File: src/rtl/sipo_frame_loader_pkg.sv
// Shared definitions for the serial frame loader and the PIPO shift stage it feeds.
// Holds the loader FSM encoding and the opcode values the shifter decodes.
package sipo_frame_pkg;

  typedef enum logic [2:0] {
    ST_IDLE   = 3'd0,
    ST_OPCODE = 3'd1,
    ST_DATA   = 3'd2,
    ST_PARITY = 3'd3,
    ST_LOAD   = 3'd4
  } state_t;

  localparam logic [1:0] OP_SHL = 2'd0;
  localparam logic [1:0] OP_SHR = 2'd1;
  localparam logic [1:0] OP_ASL = 2'd2;
  localparam logic [1:0] OP_ASR = 2'd3;

endpackage

File: src/rtl/sipo_frame_loader_parity_acc.sv
// Running XOR over the valid bits of a frame. clear_i restarts the sum with the
// current bit (the frame_start bit is op[1] and belongs to the frame).
module frame_parity_acc (
  input  logic clk,
  input  logic reset,
  input  logic clear_i,
  input  logic en_i,
  input  logic bit_i,
  output logic parity_o
);

  logic acc_q;
  logic acc_d;

  always_comb begin
    acc_d = acc_q;
    if (clear_i) begin
      acc_d = bit_i;
    end else if (en_i) begin
      acc_d = acc_q ^ bit_i;
    end
  end

  always_ff @(posedge clk) begin
    if (reset) begin
      acc_q <= 1'b0;
    end else begin
      acc_q <= acc_d;
    end
  end

  assign parity_o = acc_q;

endmodule

File: src/rtl/sipo_frame_loader.sv
// Serial-to-parallel frame loader: assembles op + data (+ even parity) from a
// valid-qualified bit stream and drives the PIPO shifter with a multi-cycle load.
//
// Handshake: serial_valid is a one-way qualifier (no ready); a bit is consumed on
// every posedge where serial_valid is high, frame_start only counts alongside it.
module sipo_frame_loader
  import sipo_frame_pkg::*;
#(
  parameter int WIDTH       = 16,
  parameter int LOAD_CYCLES = 2,
  parameter int PARITY_EN   = 1
) (
  input  logic             clk,
  input  logic             reset,
  input  logic             serial_in,
  input  logic             serial_valid,
  input  logic             frame_start,
  output logic [WIDTH-1:0] data_out,
  output logic [1:0]       shift_en,
  output logic             load,
  output logic             busy,
  output logic             parity_err,
  output logic             frame_err,
  output state_t           dbg_state_o
);

  localparam int CW  = $clog2(WIDTH + 1);
  localparam int LCW = (LOAD_CYCLES > 1) ? $clog2(LOAD_CYCLES) : 1;

  state_t           state_q;
  logic [CW-1:0]    cnt_q;
  logic [LCW-1:0]   lc_q;
  logic [WIDTH-1:0] shreg_q;
  logic [1:0]       op_q;
  logic [WIDTH-1:0] data_out_q;
  logic [1:0]       shift_en_q;
  logic             load_q;
  logic             busy_q;
  logic             parity_err_q;
  logic             frame_err_q;

  logic             start_accept;
  logic             parity_acc;
  logic [WIDTH-1:0] shift_word;

  // A frame_start seen in LOAD is dropped, so it must not restart the parity sum.
  assign start_accept = serial_valid && frame_start && (state_q != ST_LOAD);
  assign shift_word   = {shreg_q[WIDTH-2:0], serial_in};

  frame_parity_acc u_parity (
    .clk      (clk),
    .reset    (reset),
    .clear_i  (start_accept),
    .en_i     (serial_valid),
    .bit_i    (serial_in),
    .parity_o (parity_acc)
  );

  always_ff @(posedge clk) begin
    if (reset) begin
      state_q      <= ST_IDLE;
      cnt_q        <= '0;
      lc_q         <= '0;
      shreg_q      <= '0;
      op_q         <= '0;
      data_out_q   <= '0;
      shift_en_q   <= '0;
      load_q       <= 1'b0;
      busy_q       <= 1'b0;
      parity_err_q <= 1'b0;
      frame_err_q  <= 1'b0;
    end else begin
      parity_err_q <= 1'b0;
      frame_err_q  <= 1'b0;
      case (state_q)
        ST_IDLE: begin
          if (serial_valid && frame_start) begin
            op_q[1] <= serial_in;
            cnt_q   <= '0;
            busy_q  <= 1'b1;
            state_q <= ST_OPCODE;
          end
        end
        ST_OPCODE, ST_DATA, ST_PARITY: begin
          if (serial_valid) begin
            if (frame_start) begin
              frame_err_q <= 1'b1;
              op_q[1]     <= serial_in;
              cnt_q       <= '0;
              state_q     <= ST_OPCODE;
            end else if (state_q == ST_OPCODE) begin
              op_q[0] <= serial_in;
              state_q <= ST_DATA;
            end else if (state_q == ST_DATA) begin
              shreg_q <= shift_word;
              cnt_q   <= cnt_q + 1'b1;
              if (cnt_q == CW'(WIDTH - 1)) begin
                if (PARITY_EN != 0) begin
                  state_q <= ST_PARITY;
                end else begin
                  data_out_q <= shift_word;
                  shift_en_q <= op_q;
                  load_q     <= 1'b1;
                  lc_q       <= '0;
                  state_q    <= ST_LOAD;
                end
              end
            end else if (parity_acc ^ serial_in) begin
              parity_err_q <= 1'b1;
              busy_q       <= 1'b0;
              state_q      <= ST_IDLE;
            end else begin
              data_out_q <= shreg_q;
              shift_en_q <= op_q;
              load_q     <= 1'b1;
              lc_q       <= '0;
              state_q    <= ST_LOAD;
            end
          end
        end
        ST_LOAD: begin
          if (serial_valid && frame_start) begin
            frame_err_q <= 1'b1;
          end
          if (lc_q == LCW'(LOAD_CYCLES - 1)) begin
            load_q  <= 1'b0;
            busy_q  <= 1'b0;
            state_q <= ST_IDLE;
          end else begin
            lc_q <= lc_q + 1'b1;
          end
        end
        default: begin
          load_q  <= 1'b0;
          busy_q  <= 1'b0;
          state_q <= ST_IDLE;
        end
      endcase
    end
  end

  assign data_out    = data_out_q;
  assign shift_en    = shift_en_q;
  assign load        = load_q;
  assign busy        = busy_q;
  assign parity_err  = parity_err_q;
  assign frame_err   = frame_err_q;
  assign dbg_state_o = state_q;

endmodule

File: config.mk
export PLATFORM = sky130hd
export DESIGN_NAME = sipo_frame_loader
export DESIGN_NICKNAME = d
export VERILOG_FILES = /design/src/rtl/sipo_frame_loader_pkg.sv /design/src/rtl/sipo_frame_loader_parity_acc.sv /design/src/rtl/sipo_frame_loader.sv
export SDC_FILE = /design/constraint.sdc
export NUM_CORES = 1
export LEC_CHECK = 0
export CELL_PAD_IN_SITES_DETAIL_PLACEMENT = 1
export CELL_PAD_IN_SITES_GLOBAL_PLACEMENT = 1
export CORE_MARGIN = 1.5
export CORE_UTILIZATION = 40
export CTS_CLUSTER_DIAMETER = 80
export DETAILED_ROUTE_END_ITERATION = 7
export GPL_ROUTABILITY_DRIVEN = 1
export PLACE_DENSITY_LB_ADDON = 0.1
export SETUP_SLACK_MARGIN = 0.2
export SKIP_CTS_REPAIR_TIMING = 1
export SYNTH_ARGS = -nofsm -noshare
export SYNTH_HDL_FRONTEND = slang
export SYNTH_SLANG_ARGS = --single-unit
File: constraint.sdc
create_clock -name clk -period 1.87 [get_ports clk]
set_clock_uncertainty 0.1 [all_clocks]
set_input_delay 0.374 -clock clk [delete_from_list [all_inputs] [get_ports clk]]
set_output_delay 0.374 -clock clk [all_outputs]
set_load 0.05 [all_outputs]
==> impl_metrics.ini, run 1 <==
[floorplanning]
die_w_um = 74.7
core_um2 = 4850
rows = 25
initial_utilization = 0.425
die_y_um = 74.7
fp.dieArea_um2 = 5580
ios = 30

[synthesis]
synth_adder_area_share = 0.0122
synth.area.mux_share = 0.108
netlist_area_um2 = 2060
yosysTopAreaCell = dfxtp_1
synth_most_common_cell = dfxtp_1
yosys-top-cells-area = dfxtp_1 (49%), mux2i_1 (10%), nand2_1 (7.1%)
yosysTopAreaCellShare = 0.486
avgSynthCellArea_um2 = 9.23
yosys_warnings = 0
synth_flop_cell = dfxtp_1
synthXorXnorAreaFrac = 0.0213
async_flop_share = 0
synthCells = 223
ys_seq_elements = 50
synth-edff-count = 0
yosysSeqAreaShare = 0.486
synthesis.nets = 230
synth_compound_area_frac = 0.116
synthSimpleGateAreaFrac = 0.201
synth_top_family_by_area = simple AND/OR/NAND/NOR gates
yosysUniqueCellTypes = 37
synth_top_cells_by_count = dfxtp_1 (50), nand2_1 (39), nor2_1 (26)

[setup_path]
slowest_stage = clkdlybuf4s50_1
critical_path_buf_inv_count = 2
worstPathMaxFanout = 6
crit_arrival_ps = 1730
cp-start-kind = primary input
critPathCaptureType = flip-flop
worstPathRequired_ps = 1970
cpPeakStageDelay_ps = 420
crit_family = buffers and inverters
path_cells = clkdlybuf4s50_1 > and4bb_4 > nand3_4 > buf_2 > mux2i_1 > nor2_1
crit_type = primary input to flip-flop

[place]
gp_congestion = 0.805
place_hpwl_mm = 2.97
place_inst = 318
io_buffers = 29
dp_slack_ps = -137

[clocking]
cts-htree-levels = 2
cts-buffers-inserted = 5
clock-sinks = 50
cts_tree = yes
insertion_delay_ps = 310
root_buffer = clkbuf_8
clkTransAtPathRegs_ps = 100
clk_path_buf_depth = 2

[route]
drt_iter0_markers = 83
m1WireLength_mm = 2.31
wire_per_inst_um = 13.9
highest_layer = met4
vias = 1635
ant_nets = 0
dr.pass1.iters = 4
wl_met2_mm = 2.00
route.detailed.vias_per_inst = 5.00
wl_met3_um = 184
drc_errors = 0
routed_wirelength_mm = 4.55

[pwr]
p_per_area_nw_per_um2 = 780
total_leakage_power_uw = 0.00112
irDropWorstVdd_mv = 0.491

[sta]
max_clock_freq_mhz = 615
tightest_slew_ps = 455
hold_viol = 0
fin_crit_ps = 1630
setup_viol = 0
relSlewSlack = 0.692
post-route-period-util = 0.869
drv_slew = 0
worst_slack_ps = 245
rsz0062_at_grt = false

[layout]
area_delta_synth_final_pct = 26.5
diodes = 0
final_core_utilization = 0.537
nets = 266
fillCellCount = 552
drive_gt1_frac = 0.285
instances_no_fill = 327

[global_routing]
antenna_found_initial = 0
grt_max_degree = 30
grt_overflow_total = 0
grt_pass1_vias = 1581
grt_pass1_wl_mm = 7.58
track_usage = 0.179

[hold_path]
hold_path.class = primary input to flip-flop

[run]
maxCapViolCount = 0

[run_status]
outcome = complete, no violations
-- report_power, final --
part / total, uW / internal [uW] / switching, uW
clock network: 796 / 408 / 388
registers: 1090 / 1070 / 13.3
logic: 148 / 65.1 / 83.2
-- area by class of cell --
cell class | instances | area (um^2) | area share
flip-flops and latches | 50 | 1010 | 0.387
multi-input cells | 152 | 981 | 0.377
repair buffers | 46 | 399 | 0.153
well taps | 67 | 83.8 | 0.0322
clock buffers | 5 | 68.8 | 0.0264
clock inverters | 3 | 48.8 | 0.0187
inverters | 4 | 15.0 | 0.00577
-- worst paths after layout --
| check | start | endpoint | slack [ps] | cells past startpoint |
|---|---|---|---|---|
| max | frame_start | data_out[6] | 240 | 6 |
| min | reset | shift_en[1] | 370 | 2 |
| min reg2reg | busy | busy | 370 | 2 |
| max reg2reg | dbg_state_o[2] | data_out[6] | 330 | 5 |
-- cells in the final DEF (no fill, tap or decap), types with 2 or more instances in the layout --
cell,n
dfxtp_2,2
a21oi_1,9
mux2i_1,20
clkbuf_8,5
buf_2,2
nor3b_1,2
o211ai_1,2
nor2b_1,2
and3_1,2
clkdlybuf4s50_1,2
and2b_1,2
a21oi_2,11
buf_12,3
nor2_1,26
a31oi_1,3
inv_1,4
xnor2_1,2
xor2_1,2
nand2_1,39
dfxtp_1,47
buf_4,36
ha_1,2
nor3_1,4
nand2b_1,3
a211o_1,2
-- through the flow --
stage          total power [uW]  TNS, ps  hold slack [ps]  cell area [um^2]
3_5_place_dp               1250    -2720              356              2430
6_report                   2030        0              366              2600
2_1_floorplan              1200        0              344              2060
4_1_cts                    2050        0              353              2540
5_1_grt                    2130        0              363              2600
3_3_place_gp               1250    -1680              354              2430
-- per-layer routing --
layer,GRT usage,up-vias
met2,0.275,32
met4,0.0667,0
met5,0,-
met3,0.0402,6
met1,0.248,784
li1,-,813
-- cells by family after synthesis --
| family | Yosys count |
|---|---|
| buffers and inverters | 21 |
| xor gates and xnor gates | 5 |
| muxes | 22 |
| AOI/OAI and AO/OA | 33 |
| adders and majority gates | 2 |
| and+or+nand+nor | 90 |
| DFF | 50 |
-- state kept, by name, summed over array words and instances (netlist names) --
register and flops:
data_out 16, shreg_q 16, cnt_q 5, dbg_state_o 3
op_q 2, shift_en 2, busy 1, frame_err 1
lc_q 1, load 1, parity_err 1, u_parity.parity_o 1
Note: power is estimated with default switching activity, not from simulation.
==> run 2: changes to the inputs <==
Settings changed: CAP_MARGIN set to 20.
==> results of run 2 <==
No change in the layout: final DEF, timing and power equal those of run 1.
